### src/rtl/sram_port_responder.sv
// Session-gated command responder in front of a fixed-latency SRAM port.
// Reads are tracked through a tag pipeline and returned in order.
module sram_port_responder #(
   parameter int ADDRESS_WIDTH  = 32,
   parameter int SRAMDATA_WIDTH = 32,
   parameter int TAG_WIDTH      = 2,
   parameter int MEM_ADDR_WIDTH = 16,
   parameter int READ_LATENCY   = 2
) (
   input  logic                      clock,
   input  logic                      reset_n,
   input  logic                      request,
   input  logic                      command_entry,
   input  logic                      write_enable,
   input  logic [ADDRESS_WIDTH-1:0]  address,
   input  logic [TAG_WIDTH-1:0]      tag,
   input  logic [SRAMDATA_WIDTH-1:0] data_in,
   output logic                      ready,
   output logic                      valid,
   output logic [SRAMDATA_WIDTH-1:0] query,
   output logic [TAG_WIDTH-1:0]      qtag,
   output logic                      mem_ce,
   output logic                      mem_we,
   output logic [MEM_ADDR_WIDTH-1:0] mem_addr,
   output logic [SRAMDATA_WIDTH-1:0] mem_wdata,
   input  logic [SRAMDATA_WIDTH-1:0] mem_rdata,
   output logic                      protocol_error,
   output logic [31:0]               read_count,
   output logic [31:0]               write_count
);

   typedef enum logic [1:0] {S_IDLE, S_ACTIVE, S_DRAIN} state_t;

   localparam logic [TAG_WIDTH-1:0] INVALID_TAG = '0;
   localparam int LAST = READ_LATENCY - 1;

   logic [1:0]  rst_sync_q;
   logic        core_run;
   state_t      state_q, state_d;
   logic        ready_q, ready_d, ready_d1_q;
   logic        accept, rd_accept, wr_accept, in_range, in_flight;
   logic        valid_q, out_live_q, perr_q;
   logic [SRAMDATA_WIDTH-1:0] query_q;
   logic [TAG_WIDTH-1:0]      qtag_q;
   logic [31:0] rd_cnt_q, wr_cnt_q;

   logic [READ_LATENCY-1:0]                stg_live_q;
   logic [READ_LATENCY-1:0]                stg_oor_q;
   logic [READ_LATENCY-1:0][TAG_WIDTH-1:0] stg_tag_q;

   // Release of reset_n is retimed so the core leaves reset on a clean edge.
   always_ff @(posedge clock or negedge reset_n) begin
      if (!reset_n) rst_sync_q <= 2'b00;
      else          rst_sync_q <= {rst_sync_q[0], 1'b1};
   end
   assign core_run = rst_sync_q[1];

   // Grace cycle: the cycle right after ready drops still accepts a command.
   assign accept    = command_entry & (ready_q | ready_d1_q);
   assign rd_accept = accept & ~write_enable;
   assign wr_accept = accept & write_enable;
   assign in_flight = (|stg_live_q) | out_live_q;

   generate
      if (ADDRESS_WIDTH > MEM_ADDR_WIDTH) begin : g_range
         assign in_range = ~|address[ADDRESS_WIDTH-1:MEM_ADDR_WIDTH];
         assign mem_addr = address[MEM_ADDR_WIDTH-1:0];
      end else begin : g_norange
         assign in_range = 1'b1;
         assign mem_addr = MEM_ADDR_WIDTH'(address);
      end
   endgenerate

   // FSM: state register
   always_ff @(posedge clock or negedge reset_n) begin
      if (!reset_n)       state_q <= S_IDLE;
      else if (!core_run) state_q <= S_IDLE;
      else                state_q <= state_d;
   end

   // FSM: next state
   always_comb begin
      state_d = state_q;
      case (state_q)
         S_IDLE:   if (request) state_d = S_ACTIVE;
         S_ACTIVE: if (!request) state_d = S_DRAIN;
         S_DRAIN: begin
            if (!in_flight) begin
               if (request)          state_d = S_ACTIVE;
               else if (!ready_d1_q) state_d = S_IDLE;
            end
         end
         default:  state_d = S_IDLE;
      endcase
   end

   // FSM: outputs
   always_comb begin
      ready_d   = (state_q == S_ACTIVE) && request;
      mem_ce    = reset_n & accept & in_range;
      mem_we    = reset_n & wr_accept & in_range;
      mem_wdata = data_in;
   end

   always_ff @(posedge clock or negedge reset_n) begin
      if (!reset_n) begin
         ready_q    <= 1'b0;
         ready_d1_q <= 1'b0;
      end else if (!core_run) begin
         ready_q    <= 1'b0;
         ready_d1_q <= 1'b0;
      end else begin
         ready_q    <= ready_d;
         ready_d1_q <= ready_q;
      end
   end

   // Tag pipeline, one stage per cycle of memory read latency.
   genvar gi;
   generate
      for (gi = 0; gi < READ_LATENCY; gi++) begin : g_stage
         always_ff @(posedge clock or negedge reset_n) begin
            if (!reset_n) begin
               stg_live_q[gi] <= 1'b0;
               stg_oor_q[gi]  <= 1'b0;
               stg_tag_q[gi]  <= '0;
            end else if (!core_run) begin
               stg_live_q[gi] <= 1'b0;
               stg_oor_q[gi]  <= 1'b0;
               stg_tag_q[gi]  <= '0;
            end else if (gi == 0) begin
               stg_live_q[gi] <= rd_accept;
               stg_oor_q[gi]  <= ~in_range;
               stg_tag_q[gi]  <= tag;
            end else begin
               stg_live_q[gi] <= stg_live_q[(gi > 0) ? gi-1 : 0];
               stg_oor_q[gi]  <= stg_oor_q[(gi > 0) ? gi-1 : 0];
               stg_tag_q[gi]  <= stg_tag_q[(gi > 0) ? gi-1 : 0];
            end
         end
      end
   endgenerate

   always_ff @(posedge clock or negedge reset_n) begin
      if (!reset_n) begin
         valid_q    <= 1'b0;
         out_live_q <= 1'b0;
         query_q    <= '0;
         qtag_q     <= '0;
      end else if (!core_run) begin
         valid_q    <= 1'b0;
         out_live_q <= 1'b0;
         query_q    <= '0;
         qtag_q     <= '0;
      end else begin
         out_live_q <= stg_live_q[LAST];
         if (stg_live_q[LAST] && stg_tag_q[LAST] != INVALID_TAG) begin
            valid_q <= 1'b1;
            query_q <= stg_oor_q[LAST] ? '0 : mem_rdata;
            qtag_q  <= stg_tag_q[LAST];
         end else begin
            valid_q <= 1'b0;
         end
      end
   end

   always_ff @(posedge clock or negedge reset_n) begin
      if (!reset_n) begin
         rd_cnt_q <= '0;
         wr_cnt_q <= '0;
         perr_q   <= 1'b0;
      end else if (!core_run) begin
         rd_cnt_q <= '0;
         wr_cnt_q <= '0;
         perr_q   <= 1'b0;
      end else begin
         if (rd_accept && rd_cnt_q != 32'hFFFF_FFFF) rd_cnt_q <= rd_cnt_q + 32'd1;
         if (wr_accept && wr_cnt_q != 32'hFFFF_FFFF) wr_cnt_q <= wr_cnt_q + 32'd1;
         if (command_entry && !accept) perr_q <= 1'b1;
      end
   end

   assign ready          = ready_q;
   assign valid          = valid_q;
   assign query          = query_q;
   assign qtag           = qtag_q;
   assign protocol_error = perr_q;
   assign read_count     = rd_cnt_q;
   assign write_count    = wr_cnt_q;

endmodule

### config.mk
export PLATFORM = sky130hd
export DESIGN_NAME = sram_port_responder
export DESIGN_NICKNAME = d
export VERILOG_FILES = /design/src/rtl/sram_port_responder.sv
export SDC_FILE = /design/constraint.sdc
export NUM_CORES = 1
export LEC_CHECK = 0
export ABC_AREA = 1
export BUFFER_PORTS_ARGS = -buffer_cell sky130_fd_sc_hd__buf_4
export CAP_MARGIN = 20
export CELL_PAD_IN_SITES_DETAIL_PLACEMENT = 1
export CELL_PAD_IN_SITES_GLOBAL_PLACEMENT = 1
export CORE_ASPECT_RATIO = 1.75
export CORE_MARGIN = 2
export CORE_UTILIZATION = 35
export CTS_BUF_LIST = sky130_fd_sc_hd__clkbuf_8
export DETAILED_ROUTE_END_ITERATION = 8
export HOLD_SLACK_MARGIN = 0.08
export PLACE_DENSITY_LB_ADDON = 0.1
export SLEW_MARGIN = 15
export SYNTH_ARGS = -nofsm -noshare
export SYNTH_HDL_FRONTEND = slang
export SYNTH_SLANG_ARGS = --single-unit
### constraint.sdc
create_clock -name clock -period 2.41 [get_ports clock]
set_clock_uncertainty 0.05 [all_clocks]
set_input_delay 0.482 -clock clock [delete_from_list [all_inputs] [get_ports clock]]
set_output_delay 0.482 -clock clock [all_outputs]
set_load 0.1 [all_outputs]
==> run summary, run 1 <==
The run finished with clean final reports. The number of different library cells in the post-synthesis netlist was 39. Synthesis produced 954 cells.

STA classifies the critical path startpoint as a register. For the setup TNS after final layout, the log shows 0 ns. The worst register-to-register path has a setup slack of 0.40 ns.

The H-tree level count is 4. The met3 track demand over resource is 0.0454. For this design the ratio of total power to cell area is 490 mW/mm2. The relative slew slack came out at 0.542.

The tools report the final routed wirelength across all metal layers as 22700 um. The number of gates resized after CTS was 0. The tools report the number of hold buffers added after CTS as 0. sky130_fd_sc_hd__dfrtp_1 takes more of the synthesized area than any other cell. The sum of buffers and inverters on the critical path is 2.

The commonest cells after synthesis are 314 x sky130_fd_sc_hd__nand2_1, 125 x sky130_fd_sc_hd__nand3_1, 115 x sky130_fd_sc_hd__dfrtp_1, 115 x sky130_fd_sc_hd__nor2_1, 85 x sky130_fd_sc_hd__inv_1. In the post-synthesis netlist, the cell with the most instances is sky130_fd_sc_hd__nand2_1. The detail route stage leaves a number of antenna-violating nets equal to 0.

Derived from the worst setup path, the maximum achievable clock frequency is 450 MHz. The die height was 189 um. The area share of the leading cell type in the synthesized netlist is 0.421, and the final total power is 4.12 mW. The first global-routing pass estimated 36300 um of wire. The iteration-0 DRC count of the detailed router was 205; the number of setup buffers added after CTS was 0. The area of the die is 0.0207 mm2, and the via count of the first global-routing pass is 7090. Using the TritonRoute via totals, the vias-per-cell ratio works out to 5.02.

The tools report the number of endpoints failing setup at the final stage as 0. Clock latency on the worst-skew pair, taken at its later pin, is 0.46 ns. For the worst setup path, the data arrival time is 1.69 ns. The global routing stage identified its most utilized layer as met2. Worst-path cell with the longest stage delay: sky130_fd_sc_hd__dfrtp_4.

The final core area utilization was 0.438; the worst hold slack across all endpoints was 0.0477 ns. The run gives 0.430 as the met2 demand-to-capacity share in global routing. The mean routed wirelength per cell came out at 17.1 um. CTS saw 115 sinks. The sum of overflow across all layers after global routing came out at 0. Walking the worst path, the cells encountered are inv_2, nand2_2, nand2_4, nor4_4, buf_4. For the number of buffers between clock root and the deepest sink, the log shows 2.

The number of diodes came out at 0. The wire-length estimate of the detail-placed layout is 17000 um. The tree is rooted in a sky130_fd_sc_hd__clkbuf_8. The worst setup path is of the reg2out kind. Yosys attributes the largest share of cell area to sky130_fd_sc_hd__dfrtp_1 42%, sky130_fd_sc_hd__nand2_1 17%, sky130_fd_sc_hd__nand3_1 9.1%. Routability-driven placement finished with a final weighted congestion of 0.845.

In this run the static leakage power is 4.47 nW. Pin placement for this block handled 254 I/O pins. The worst setup path is captured at a primary output. The area growth from synthesis to layout is 22.9%. The slew at the pin closest to its max-slew limit works out to 0.687 ns. The number of nets in the synthesized netlist is 1059. The cell family contributing the most delay on the critical path was flip-flops. A synthesized cell averages 7.17 um2.

The origin of the critical flop-to-flop path is write_count[0]. The number of I/O port buffers works out to 157. On the worst path, the slowest cell contributes a delay of 0.43 ns. The die outline width was 110 um; the residual DRC count was 0. Class of the most critical hold timing path: in2async. The number of CTS-inserted buffers is 17, and the number of detailed-route iterations in the first pass is 4. Share of synthesized area occupied by flip-flops and latches: 0.421. The worst voltage drop across the vdd grid was 352 uV; the share of flip-flops with an asynchronous set or reset was 1.00. TritonCTS built the clock tree. The run gives 1179 as the number of nets in the final layout. The max-slew violation count was 0. Entering global routing, the biggest net connects 116 pins.

The endpoint identified for the worst register-to-register timing path is write_count[9]. Counting flops with a built-in enable in the synthesized netlist gives 0. The initial standard-cell utilization of the core was 0.356; the global routing usage summed across all routing layers was 0.229. The cell area after synthesis was 0.00684 mm2. After filler insertion, the fill cell instance count of the layout stands at 2483.

Before CTS, the worst setup slack after placement is 0.307 ns. The synthesized design contains 115 register bits. The minimum clock period after layout came out at 2.22 ns. The Yosys warning count was 0; the critical path required time was 1.88 ns.

Setup repair after global routing left no endpoint under its margin. Of all nets on the critical path, the largest fanout is 3. Setup slack closes at 0.187 ns. The tool flagged a number of max-cap violations equal to 0. The floorplan has 67 rows. The main flop type after synthesis was sky130_fd_sc_hd__dfrtp_1.

The met1 routing resource usage after global routing is 0.228, and the initial antenna violation count is 0. The number of hold violations in the final report is 0, and the number of cells on the worst reg-to-reg path is 11. The share of post-route cells with drive strength above 1 works out to 0.242. The final clock period utilization by the worst path was 0.922; the detailed-route via count was 6672.

After clock tree synthesis, the clock-pin slew on the worst setup and hold paths is 0.07 ns. The total area inside the core boundary comes to 0.0192 mm2.
[how the worst max path moves through the flow]
stage / startpoint / end / slack, ns / cells past startpoint
6_report: ready / mem_we / 0.19 / 5
5_1_grt: ready / mem_we / 0.12 / 5
4_1_cts: ready / mem_we / 0.15 / 5
3_5_place_dp: address[29] / mem_we / 0.31 / 7
3_3_place_gp: address[24] / mem_we / 0.36 / 7
2_1_floorplan: ready / mem_we / -0.06 / 4
[layout make-up]
class                      instances  area (um2)  area share
clock buffer                      21         289      0.0344
clock inverter                    11         101      0.0121
inverter                          90         339      0.0403
multi-input combinational        676        3170       0.377
sequential                       115        2890       0.343
tap                              241         302      0.0359
timing repair buffer             174        1320       0.157
[sequential cells by signal (all words and copies together) (netlist names)]
name	count
rst_sync_q	2
ready	1
stg_oor_q	2
stg_live_q	2
state_q	2
qtag	2
ready_d1_q	1
write_count	32
protocol_error	1
query	32
stg_tag_q	4
read_count	32
valid	1
out_live_q	1
[through the flow]
step / instance area, um2 / std cells
floorplan: 6890 / 954
global placement: 8020 / 1296
detailed placement: 8020 / 1296
CTS: 8410 / 1328
global route: 8410 / 1328
finish: 8410 / 1328
[kinds of logic (layout without fill, tap and decap cells)]
kind of cell | Yosys count | count (layout) | share of synthesized area
other | 1 | 1 | 0.000548
XOR/XNOR | 21 | 21 | 0.0269
adder cells (fa/ha/maj) | 2 | 2 | 0.00366
AND/OR/NAND/NOR | 615 | 615 | 0.393
flip-flops | 115 | 115 | 0.421
buffers and inverters | 163 | 296 | 0.122
AO/OA/AOI/OAI | 37 | 37 | 0.0327
[layer usage]
metal / part of all wire / routed length, um
met2: 0.56 / 12700
met3: 0.036 / 828
met5: 0 / 0
met4: 0.044 / 997
met1: 0.36 / 8170
[power by group]
group | switching, mW | total [mW] | internal (mW)
sequential | 0.0207 | 1.98 | 1.96
combinational | 0.226 | 0.331 | 0.105
clock | 0.885 | 1.81 | 0.925
[cell usage in the layout, fill, tap and decap left out, drive strengths merged, types with 14 or more instances in the layout]
cell type	n
buf	174
clkbuf	21
dfrtp	115
inv	92
nand2	326
nand3	127
nand4	16
nor2	128
o21ai	25
xor2	14
No activity file was read; power rests on OpenSTA's default activity.
==> run 2, diff against run 1 <==
--- a/config.mk
+++ b/config.mk
@@ -6,6 +6,7 @@
 export NUM_CORES = 1
 export LEC_CHECK = 0
 export ABC_AREA = 1
+export ABC_CLOCK_PERIOD_IN_PS = 2800
 export BUFFER_PORTS_ARGS = -buffer_cell sky130_fd_sc_hd__buf_4
 export CAP_MARGIN = 20
 export CELL_PAD_IN_SITES_DETAIL_PLACEMENT = 1
==> constraint.sdc (replaced) <==
create_clock -name clock -period 2.8 [get_ports clock]
set_clock_uncertainty 0.05 [all_clocks]
set_input_delay 0.56 -clock clock [delete_from_list [all_inputs] [get_ports clock]]
set_output_delay 0.56 -clock clock [all_outputs]
set_load 0.1 [all_outputs]
==> run summary, run 2 (synthesis gave the netlist of run 1 again) <==
The setup TNS after final layout was 0 ns (unchanged). For the portion of total power attributed to combinational logic, the log shows 0.076 (was 0.080). The critical path class was reg2out (unchanged).

The origin of the critical flop-to-flop path is read_count[1] (was write_count[0]). The run gives 0.225 (was 0.229) as the global routing usage summed across all routing layers. For the count of boundary I/O pins, the log shows 254 (unchanged).

The run gives 67 (unchanged) as the number of rows created at floorplan. The tools report the relative slew slack as 0.534 (was 0.542). The logs give 0.356 (unchanged) for the initial standard-cell utilization of the core and 2.19 ns (was 1.88 ns) for the critical path required time. The clock latency on the worst-skew pair came out at 0.48 ns (was 0.46 ns). The startpoint class of the critical path is a register (unchanged).

The run gives 0 (unchanged) as the number of setup buffers added after CTS. The logs give 2 (unchanged) for the number of buffers between clock root and the deepest sink and 0.106 ns (was 0.0477 ns) for the worst hold slack across all endpoints. The run finished with clean final reports. The number of hold violations in the final report came out at 0 (unchanged). The run gives 0 (unchanged) as the number of hold buffers added after CTS.

Terminus of the critical flop-to-flop path: read_count[1] (was write_count[9]). For the number of endpoints failing setup at the final stage, the log shows 0 (unchanged). The iteration-0 DRC count of the detailed router is 223 (was 205), and the critical path data arrival time is 1.70 ns (was 1.69 ns).

The final routed wirelength across all metal layers is 22100 um (was 22700 um). The growth of design area from synthesis to finish is 22.3% (was 22.9%), and the share of post-route cells with drive strength above 1 is 0.228 (was 0.242). The footprint of the flip-flops and latches is 0.00288 mm2 (was 0.00289 mm2), and the final total power is 3.69 mW (was 4.12 mW). Clock tree root driver cell: sky130_fd_sc_hd__clkbuf_8 (unchanged). The count of filler cells inserted in the layout is 2463 (was 2483), and the register-to-register setup slack is 0.73 ns (was 0.40 ns).

TritonCTS built the clock tree. The run gives 302 uV (was 352 uV) as the worst voltage drop across the vdd grid. The via density per instance works out to 4.92 (was 5.02). The final clock period utilization by the worst path works out to 0.825. The clock power share is 0.464 (was 0.439). The smallest clock period supported by the final layout is computed as 2.31 ns. The die height is 189 um (unchanged).

For the last weighted congestion value of the routability-driven placer, the log shows 0.843 (was 0.845). Setup repair after global routing left no endpoint under its margin. The run gives 0 (unchanged) as the total of cells resized after clock tree synthesis. The slew at the pin closest to its max-slew limit works out to 0.699 ns (was 0.687 ns). Count of nets left with antenna violations after detail routing: 0 (unchanged). The tools report the internal power consumption as 2.69 mW (was 2.99 mW). The run gives 6496 (was 6672) as the detailed-route via count. Sum of overflow across all layers after global routing: 0 (unchanged). Commonest cells after routing, fill and taps aside: 314 x sky130_fd_sc_hd__nand2_1, 163 x sky130_fd_sc_hd__buf_4, 125 x sky130_fd_sc_hd__nand3_1, 114 x sky130_fd_sc_hd__nor2_1, 114 x sky130_fd_sc_hd__dfrtp_1 (was 312 x sky130_fd_sc_hd__nand2_1, 173 x sky130_fd_sc_hd__buf_4, 125 x sky130_fd_sc_hd__nand3_1, 114 x sky130_fd_sc_hd__nor2_1, 109 x sky130_fd_sc_hd__dfrtp_1). The power per unit of standard cell area works out to 441 mW/mm2 (was 490 mW/mm2). The switching power share of the total works out to 0.272 (was 0.275). The number of detailed-route iterations in the first pass was 4 (unchanged). The max capacitance violation total is 0 (unchanged), and the maximum number of pins on one net before global-route repair is 116 (unchanged). Post-DP HPWL: 16500 um (was 17000 um). The via count of the first global-routing pass is 7045 (was 7090).

The placeable core region was 0.0192 mm2 (unchanged); the number of CTS-inserted buffers was 17 (unchanged). The clock slew seen by the registers of the worst setup and hold paths is 0.07 ns (about the same). The number of clock sinks was 115 (unchanged).

The area of the die came out at 0.0207 mm2 (unchanged). The run gives 35500 um (was 36300 um) as the first-pass GRT wire length. For this run, the top clock speed supported by timing is 433 MHz. For the leakage power, the log shows 4.44 nW (was 4.47 nW). The critical path endpoint category is a primary output (unchanged). Number of I/O port buffers: 157 (unchanged). The run gives 0 (unchanged) as the number of diodes.

The proportion of power drawn by flip-flops and latches is 0.460 (was 0.480). The worst-path maximum fanout was 3 (unchanged); the area taken by multi-input logic gates was 0.00316 mm2 (was 0.00317 mm2). The tools report the initial antenna violation count as 0 (unchanged). The residual DRC count came out at 0 (unchanged). The class of the most critical hold timing path was in2async (unchanged).

The logs give 0 (unchanged) for the max-slew violation count and 1.00 mW (was 1.13 mW) for the switching component of the power. The H-tree level count is 4 (unchanged), and the number of cells on the worst reg-to-reg path is 9 (was 11). The number of nets in the final layout came out at 1170 (was 1179). The die outline width works out to 110 um (unchanged). The most common cell after layout, fill and taps aside is sky130_fd_sc_hd__nand2_1 (unchanged).

Mean routed wirelength per cell: 16.8 um (was 17.1 um).
==> run 2: cell count changes in the layout (fill, tap and decap cells not counted), sizes merged <==
cell,change
buf,-9
clkbuf,-3
inv,+3
bufinv,+2
clkinv,-1
clkinvlp,-1
==> run 2: per-stage QoR <==
stage | cell area (um2) | std cells | setup WS [ns] | util
floorplan | 6870 | 954 | -0.167 | -
global placement | 7940 | 1287 | 0.595 | 0.414
detailed placement | 7940 | 1287 | 0.582 | 0.414
CTS | 8370 | 1319 | 0.454 | 0.436
global route | 8370 | 1319 | 0.398 | 0.436
finish | 8370 | 1319 | 0.489 | 0.436
==> run 2: layer usage <==
layer | vias up | routed length, um | global-route usage
li1 | 3160 | - | -
met1 | 3157 | 7850 | 0.225
met2 | 137 | 12700 | 0.434
met3 | 42 | 767 | 0.0372
met4 | 0 | 736 | 0.106
met5 | - | 0 | 0
==> run 2: power by group through the flow <==
| stage | logic [mW] | clock network (mW) | registers (mW) |
|---|---|---|---|
| 2_1_floorplan | 0.431 | 0 | 1.77 |
| 3_3_place_gp | 0.288 | 0 | 1.73 |
| 3_5_place_dp | 0.289 | 0 | 1.73 |
| 4_1_cts | 0.290 | 1.77 | 1.70 |
| 5_1_grt | 0.311 | 1.83 | 1.70 |
| 6_report | 0.281 | 1.71 | 1.70 |
==> run 2: final cells by class <==
cell class | count | area share
inverters | 90 | 0.0405
clock buffers | 18 | 0.0296
well taps | 241 | 0.0360
clock inverters | 14 | 0.0209
repair buffers | 165 | 0.151
flip-flops and latches | 115 | 0.344
multi-input cells | 676 | 0.378
==> run 2: critical path: stages, from the launching register on <==
cell and delay, ns:
sky130_fd_sc_hd__dfrtp_1 0.38, sky130_fd_sc_hd__inv_1 0.06, sky130_fd_sc_hd__nand2_1 0.10, sky130_fd_sc_hd__nand2_1 0.14, sky130_fd_sc_hd__nor4_4 0.22, sky130_fd_sc_hd__buf_4 0.32
==> run 2: worst max-delay path by stage <==
stage	start	endpoint
after detailed placement	address[24]	mem_we
after floorplan	ready	mem_we
after CTS	ready	mem_we
after global placement	address[24]	mem_we
final	ready	mem_we
after global routing	ready	mem_we
